$ cat src/rtl/uart_pkg.sv
// Shared UART definitions: receiver state encoding and oversampling constants.
// Used by uart_rx_16x (parity state enabled by UART_RX_PARITY_EN) and the transmitter.
package uart_pkg;

   typedef enum logic [2:0] {
      IDLE   = 3'd0,
      START  = 3'd1,
      DATA   = 3'd2,
      PARITY = 3'd3,
      STOP   = 3'd4,
      BREAK  = 3'd5
   } rx_state_t;

   localparam logic [3:0] SAMPLE_MID  = 4'd7;
   localparam logic [3:0] SAMPLE_LAST = 4'd15;
   localparam int         OVERSAMPLE  = 16;

endpackage

$ cat src/rtl/uart_sync.sv
// Multi-stage bit synchronizer for asynchronous inputs; resets to the idle-high level.
module uart_sync #(
   parameter int STAGES = 2
) (
   input  logic clk,
   input  logic reset,
   input  logic d,
   output logic q
);

   logic [STAGES-1:0] sync_r;

   // Shift chain, oldest sample at the MSB
   always_ff @(posedge clk or posedge reset) begin
      if (reset) begin
         sync_r <= '1;
      end else begin
         sync_r <= {sync_r[STAGES-2:0], d};
      end
   end

   assign q = sync_r[STAGES-1];

endmodule

$ cat src/rtl/uart_rx_16x.sv
// 16x-oversampling UART receiver with registered word, valid strobe and error pulses.
// Optional parity bit handling is compiled in when UART_RX_PARITY_EN is defined.
module uart_rx_16x
   import uart_pkg::*;
#(
   parameter int DATA_BITS   = 8,
   parameter int SYNC_STAGES = 2,
   parameter int PARITY_ODD  = 0
) (
   input  logic                 clk,
   input  logic                 reset,
   input  logic                 en_16_x_baud,
   input  logic                 serial_in,
   output logic [DATA_BITS-1:0] data_out,
   output logic                 data_valid,
   output logic                 framing_error,
   output logic                 parity_error,
   output logic                 busy
);

   localparam logic [3:0] BIT_END = 4'(DATA_BITS);

   logic                 rx_s;
   rx_state_t            state_r, state_n;
   logic [3:0]           tick_r, tick_n;
   logic [3:0]           bit_r, bit_n;
   logic [DATA_BITS-1:0] shift_r, shift_n;
   logic [DATA_BITS-1:0] dout_r, dout_n;
   logic                 valid_r, valid_n;
   logic                 ferr_r, ferr_n;
   logic                 perr_r, perr_n;
   logic                 busy_r, busy_n;
`ifdef UART_RX_PARITY_EN
   localparam logic PAR_SENSE = 1'(PARITY_ODD);
   logic par_r, par_n;

   function automatic logic parity_mismatch(input logic [DATA_BITS-1:0] d, input logic p);
      return (^d) ^ p ^ PAR_SENSE;
   endfunction
`endif

   uart_sync #(.STAGES(SYNC_STAGES)) u_sync (
      .clk   (clk),
      .reset (reset),
      .d     (serial_in),
      .q     (rx_s)
   );

   // Next-state, bit timing and frame assembly
   always_comb begin
      state_n = state_r;
      tick_n  = tick_r;
      bit_n   = bit_r;
      shift_n = shift_r;
      dout_n  = dout_r;
      valid_n = 1'b0;
      ferr_n  = 1'b0;
      perr_n  = 1'b0;
`ifdef UART_RX_PARITY_EN
      par_n   = par_r;
`endif
      if (en_16_x_baud) begin
         tick_n = tick_r + 4'd1;
         case (state_r)
            IDLE: begin
               if (!rx_s) begin
                  state_n = START;
               end else begin
                  state_n = IDLE;
               end
            end
            START: begin
               if (tick_r == SAMPLE_MID) begin
                  if (rx_s) begin
                     state_n = IDLE;
                  end else begin
                     state_n = DATA;
                     bit_n   = 4'd0;
                  end
               end else begin
                  state_n = START;
               end
            end
            DATA: begin
               if (tick_r == SAMPLE_LAST) begin
                  shift_n = {rx_s, shift_r[DATA_BITS-1:1]};
                  bit_n   = bit_r + 4'd1;
                  if (bit_n == BIT_END) begin
`ifdef UART_RX_PARITY_EN
                     state_n = PARITY;
`else
                     state_n = STOP;
`endif
                  end else begin
                     state_n = DATA;
                  end
               end else begin
                  state_n = DATA;
               end
            end
`ifdef UART_RX_PARITY_EN
            PARITY: begin
               if (tick_r == SAMPLE_LAST) begin
                  par_n   = rx_s;
                  state_n = STOP;
               end else begin
                  state_n = PARITY;
               end
            end
`endif
            STOP: begin
               if (tick_r == SAMPLE_LAST) begin
                  dout_n  = shift_r;
                  valid_n = 1'b1;
                  ferr_n  = !rx_s;
`ifdef UART_RX_PARITY_EN
                  perr_n  = parity_mismatch(shift_r, par_r);
`endif
                  if (rx_s) begin
                     state_n = IDLE;
                  end else begin
                     state_n = BREAK;
                  end
               end else begin
                  state_n = STOP;
               end
            end
            // A held-low line parks here until it returns high
            BREAK: begin
               if (rx_s) begin
                  state_n = IDLE;
               end else begin
                  state_n = BREAK;
               end
            end
            default: begin
               state_n = IDLE;
            end
         endcase
         if (state_n != state_r) begin
            tick_n = 4'd0;
         end else begin
            tick_n = tick_n;
         end
      end else begin
         tick_n = tick_r;
      end
      busy_n = (state_n != IDLE);
   end

   // State, datapath and registered outputs
   always_ff @(posedge clk or posedge reset) begin
      if (reset) begin
         state_r <= IDLE;
         tick_r  <= 4'd0;
         bit_r   <= 4'd0;
         shift_r <= '0;
         dout_r  <= '0;
         valid_r <= 1'b0;
         ferr_r  <= 1'b0;
         perr_r  <= 1'b0;
         busy_r  <= 1'b0;
`ifdef UART_RX_PARITY_EN
         par_r   <= 1'b0;
`endif
      end else begin
         state_r <= state_n;
         tick_r  <= tick_n;
         bit_r   <= bit_n;
         shift_r <= shift_n;
         dout_r  <= dout_n;
         valid_r <= valid_n;
         ferr_r  <= ferr_n;
         perr_r  <= perr_n;
         busy_r  <= busy_n;
`ifdef UART_RX_PARITY_EN
         par_r   <= par_n;
`endif
      end
   end

   assign data_out      = dout_r;
   assign data_valid    = valid_r;
   assign framing_error = ferr_r;
   assign parity_error  = perr_r;
   assign busy          = busy_r;

endmodule

$ cat config.mk
export PLATFORM = sky130hd
export DESIGN_NAME = uart_rx_16x
export DESIGN_NICKNAME = d
export VERILOG_FILES = /design/src/rtl/uart_pkg.sv /design/src/rtl/uart_sync.sv /design/src/rtl/uart_rx_16x.sv
export SDC_FILE = /design/constraint.sdc
export NUM_CORES = 1
export LEC_CHECK = 0
export ABC_CLOCK_PERIOD_IN_PS = 2000
export CORE_ASPECT_RATIO = 0.9
export CORE_MARGIN = 1.5
export CORE_UTILIZATION = 45
export DETAILED_ROUTE_END_ITERATION = 7
export PLACE_DENSITY = 0.74
export SYNTH_ARGS = -nofsm -noshare
export SYNTH_HDL_FRONTEND = slang
export SYNTH_HIERARCHICAL = 1
export SYNTH_SLANG_ARGS = --single-unit
export TNS_END_PERCENT = 100
$ cat constraint.sdc
create_clock -name clk -period 2 [get_ports clk]
set_clock_uncertainty 0.2 [all_clocks]
set_input_delay 0.4 -clock clk [delete_from_list [all_inputs] [get_ports clk]]
set_output_delay 0.4 -clock clk [all_outputs]
set_load 0.1 [all_outputs]
# == After elaboration in Yosys (flattened, before gate mapping) ==
# Cells that the tools add are included.
# totals
in_bits,4
ff_bits,32
word_cells,50
out_inout_bits,12
# classes
muxes,21
n_reduce_logical,7
n_eq_ne,11
n_addsub,2
# op_table
operator,count
two-way mux 3 bit,7
two-way mux 4 bit,4
case mux 3 bit (5 select lines),1
adder 4 x 1 -> 4 bit (second input constant),2
equality test 4 bit (second input constant),2
case mux 4 bit (2 select lines),1
two-way mux 1 bit,7
equality test 3 bit (second input constant),2
!= test 2 bit (second input constant),3
AND reduction 3 bit,2
AND reduction 5 bit,1
equality test 4 x 3 -> 1 bit (second input constant),1
equality test 3 x 1 -> 1 bit (second input constant),1
equality test 3 x 2 -> 1 bit (second input constant),1
zero test 3 bit,1
!= test 3 bit,1
nonzero test 3 bit,1
two-way mux 2 bit,1
nonzero test 2 bit,1
zero test 1 bit,1

# == Logic depth before layout (Yosys ltp) ==
# logic_depth
depth_word,8
depth_mapped,7
ltp_nobuf,6

# == By module ==
# Netlist, hierarchy kept.
# by_module_without_submodules
mod,seq_area_each_um2,area_per_inst_um2,cells_per_inst,n_inst
uart_rx_16x,750.7,1512.7,157,1
uart_sync,52.6,56.3,3,1

# == Least setup slack after synthesis ==
# No wires, ideal clock.
# synth_path
path_kind,register -> register
start,register tick_r[0]
end,register tick_r[0]
path_buffers,0
required_time_ns,1.721
setup_slack_ns,0.354
stages_incl_launch_ff,7
synth_period_minus_slack_ns,1.646
setup_ns,0.079
arrival_time_ns,1.367
path_cell_list,dfrtp_1 ha_1 nand3_2 o21ai_2 a211oi_2 o211ai_1 mux2i_1
# synth_via
elab_chain_len,6
word_cells_on_any_way,10
cone_classes,add/sub (1); eq/ne (3); mux (6)
# synth_lines
item,line,text
from (decl),uart_rx_16x.sv:25,"logic [3:0] tick_r, tick_n;"
from (signal assigned),uart_rx_16x.sv:168,tick_r <= tick_n;
equality test 4 bit / equality test 4 x 3 -> 1 bit (equally long branches),"uart_rx_16x.sv:85, uart_rx_16x.sv:112, uart_rx_16x.sv:73",
"two-way mux 3 bit, on equally long branches","uart_rx_16x.sv:112, uart_rx_16x.sv:73, uart_rx_16x.sv:85",
case mux 3 bit (5 select lines),uart_rx_16x.sv:64,case (state_r)
two-way mux 3 bit,uart_rx_16x.sv:62,if (en_16_x_baud) begin
!= test 3 bit,uart_rx_16x.sv:140,if (state_n != state_r) begin
two-way mux 4 bit *,uart_rx_16x.sv:140,
# Every way passes the cells marked *; elsewhere a longest branch is shown, timed or not. The select of a mux whose other input is x is not followed.
# A chain may end at the register's enable or synchronous reset.

# == Worst setup path after layout ==
# Ends and elaborated chain as after synthesis.

==> impl_metrics.env <==
export IMPL_maxCapViolCount=0
export IMPL_placed_area_mm2=0.00184
export IMPL_max_freq_mhz=537
export IMPL_ys_seq_area_frac=0.512
export IMPL_final_min_clock_period_ps=1860
export IMPL_cts_resized_gates=0
export IMPL_fin_nets=185
export IMPL_clk_latency_ps=280
export IMPL_core_area_mm2=0.00335
export IMPL_drt_iter0_markers=77
export IMPL_vias_per_cell=5.28
export IMPL_clock_root_buffer="clkbuf_8"
export IMPL_cts_sinks=32
export IMPL_port_buffers=14
export IMPL_seqPwrFrac=0.441
export IMPL_first_pass_iters=4
export IMPL_synth_cell_types=43
export IMPL_synth_edf_count=0
export IMPL_async_flop_share=1.00
export IMPL_place_hpwl_um=2150
export IMPL_setup_tns_final_ps=0
export IMPL_final_area_mm2=0.00195
export IMPL_syn_instance_count=160
export IMPL_num_vias=1178
export IMPL_startpoint_type="register"
export IMPL_initial_core_util=0.468
export IMPL_ant_nets=0
export IMPL_cp_arrival_ps=1860
export IMPL_fin_crit_sh=0.932
export IMPL_n_antenna_cell=0
export IMPL_grt_usage=0.184
export IMPL_clock_power_share=0.332
export IMPL_crit_path_end_kind="register"
export IMPL_rows=20
export IMPL_htreeDepth=2
export IMPL_grt_start_max_net_pins=31
export IMPL_rsz0062_at_grt="no"
export IMPL_die_h_um=59.0
export IMPL_ir_drop_uv=757
export IMPL_io_pins=16
export IMPL_p_per_area_mw_per_mm2=934
export IMPL_cp_max_fo=7
export IMPL_status="finished clean"
export IMPL_gp_congestion=0.806
export IMPL_grt_overflow=0
export IMPL_cp_required_ps=2000
export IMPL_die_w_um=65.2
export IMPL_final_hold_viol_count=0
export IMPL_mappedNetlistArea_mm2=0.00157
export IMPL_power_switching_share=0.318
export IMPL_p_sw_uw=579
export IMPL_drt_met1_wl_um=1300
export IMPL_crit_family="compound AO/OA/AOI/OAI gates"
export IMPL_grt_antenna_before_repair=0
export IMPL_grt_pass1_wl_um=5260
export IMPL_routed_top_layer="met4"
export IMPL_path_buf_inv=0
export IMPL_layout_drive_gt1_share=0.218
export IMPL_hp_class="register to register"
export IMPL_synth_top_flop_cell="dfrtp_1"
export IMPL_die_area_mm2=0.00385
export IMPL_drc=0
export IMPL_route_met2_wl_um=1460
export IMPL_route_met3_wl_um=139
export IMPL_cts_setup_buffers=0
export IMPL_drt_wl_total_um=2950
export IMPL_areaGrowthSynthToFinish_pct=24.4
export IMPL_clkTransAtPathRegs_ps=60
export IMPL_numCtsBuffers=5
export IMPL_cts_hold_buffers=0
export IMPL_syn_num_nets=167
export IMPL_p_comb_frac=0.227
export IMPL_first_global_vias=1159
export IMPL_wl_per_cell_um=13.2
export IMPL_path_cells="ha_1 -> nand3_2 -> o21ai_2 -> a211oi_2 -> o211ai_1 -> mux2i_1"
export IMPL_max_stage_delay_ps=400
export IMPL_synth_seq_cells=32
export IMPL_cts_buffer_depth=2
export IMPL_setup_viol=0
export IMPL_worstSetupPathType="register to register"
export IMPL_syn_avg_cell_area_um2=9.81
export IMPL_p_int_uw=1240
export IMPL_cp_slowest_cell="dfrtp_1"
export IMPL_cts_tree="built"
export IMPL_yosys_warnings=6
export IMPL_drv_slew=0
export IMPL_total_leakage_power_uw=0.000947
-- path summary, 6_finish.rpt --
kind | slack [ps] | to | from | depth (start not counted)
max reg2reg | 140 | tick_r[0]$_DFFE_PP0P_ | tick_r[0]$_DFFE_PP0P_ | 6
min | 160 | u_sync/sync_r[1]$_DFF_PP1_ | u_sync/sync_r[0]$_DFF_PP1_ | 0
max | 140 | tick_r[0]$_DFFE_PP0P_ | tick_r[0]$_DFFE_PP0P_ | 6
max in group asynchronous | 1020 | tick_r[0]$_DFFE_PP0P_ | reset | 3
min in group asynchronous | 260 | u_sync/sync_r[0]$_DFF_PP1_ | reset | 2
min reg2reg | 160 | u_sync/sync_r[1]$_DFF_PP1_ | u_sync/sync_r[0]$_DFF_PP1_ | 0
-- per-layer routing --
layer  track usage  vias to the layer above
li1              -                      577
met1         0.233                      574
met2         0.292                       21
met3        0.0627                        6
met4        0.0744                        0
met5             0                        -
-- worst register-to-register path, stage by stage (launching register included) --
cell	delay, ps
dfrtp_1	400
ha_1	310
nand3_2	170
o21ai_2	70
a211oi_2	320
o211ai_1	150
mux2i_1	160
-- per-stage QoR --
stage	utilization	setup WS, ps	hold slack [ps]	power, µW	cells
floorplan	-	354	112	1140	160
CTS	0.582	112	158	1830	223
detailed placement	0.549	112	149	1230	215
global route	0.582	26.4	160	1930	223
finish	0.582	137	156	1820	223
global placement	0.549	144	148	1200	215
-- cell usage in the layout (no fill, tap or decap), drive strengths merged, types with 2 or more instances in the layout --
| cell type | synthesis | routed |
|---|---|---|
| nand2 | 51 | 51 |
| nor2 | 8 | 8 |
| nand4 | 3 | 3 |
| xnor2 | 2 | 2 |
| buf | 5 | 14 |
| o21ai | 9 | 9 |
| nand3 | 5 | 5 |
| dfstp | 2 | 2 |
| clkinv | 1 | 2 |
| and3 | 3 | 3 |
| o22ai | 3 | 3 |
| inv | 6 | 6 |
| dfrtp | 30 | 30 |
| ha | 3 | 3 |
| clkbuf | 1 | 5 |
| a21oi | 7 | 7 |
| and2b | 2 | 2 |
| nand2b | 3 | 3 |
| clkdlybuf4s50 | 0 | 3 |
| a22o | 3 | 3 |
-- power by group through the flow --
stage / Combinational [µW] / Clock [µW] / Sequential [µW]
after floorplan: 321 / 0 / 819
after global placement: 392 / 0 / 804
after detailed placement: 414 / 0 / 814
after CTS: 415 / 617 / 802
after global routing: 455 / 659 / 817
final: 414 / 605 / 804
-- cell usage after synthesis, drive strengths merged, types with 2 or more instances --
master  instances  area [µm²]
nand4           3        46.3
and2b           2        17.5
xnor2           2        17.5
dfrtp          30         751
nand3           5        35.0
inv             6        22.5
a22o            3        35.0
a21oi           7        38.8
ha              3        37.5
and3            3        23.8
nand2b          3        18.8
buf             5        52.6
o21ai           9        52.6
nand2          51         191
o22ai           3        18.8
nor2            8        40.0
dfstp           2        52.6
-- area by class of cell --
| cell class | instances | area [µm²] |
|---|---|---|
| repair buffers | 17 | 273 |
| well taps | 44 | 55.1 |
| clock inverters | 3 | 42.5 |
| multi-input cells | 115 | 682 |
| inverters | 7 | 27.5 |
| flip-flops and latches | 32 | 803 |
| clock buffers | 5 | 68.8 |
| fillers | 295 | 1400 |
-- registers in the layout, indices dropped and copies added (netlist names) --
signal and cells:
data_out 8, shift_r 8, bit_r 4, tick_r 4, state_r 3, u_sync/sync_r 2, busy 1, data_valid 1
framing_error 1
-- cells by family (layout without fill, tap and decap cells) --
| kind of cell | Yosys count | in the layout | share of synthesized area |
|---|---|---|---|
| AND/OR/NAND/NOR | 80 | 80 | 0.262 |
| flip-flops | 32 | 32 | 0.512 |
| AO/OA/AOI/OAI | 27 | 27 | 0.121 |
| buffers and inverters | 13 | 32 | 0.0534 |
| adder cells (fa/ha/maj) | 3 | 3 | 0.0239 |
| XOR/XNOR | 2 | 2 | 0.0112 |
| multiplexers | 2 | 2 | 0.0136 |
| other | 1 | 1 | 0.00239 |
No activity file was read; power rests on OpenSTA's default activity.
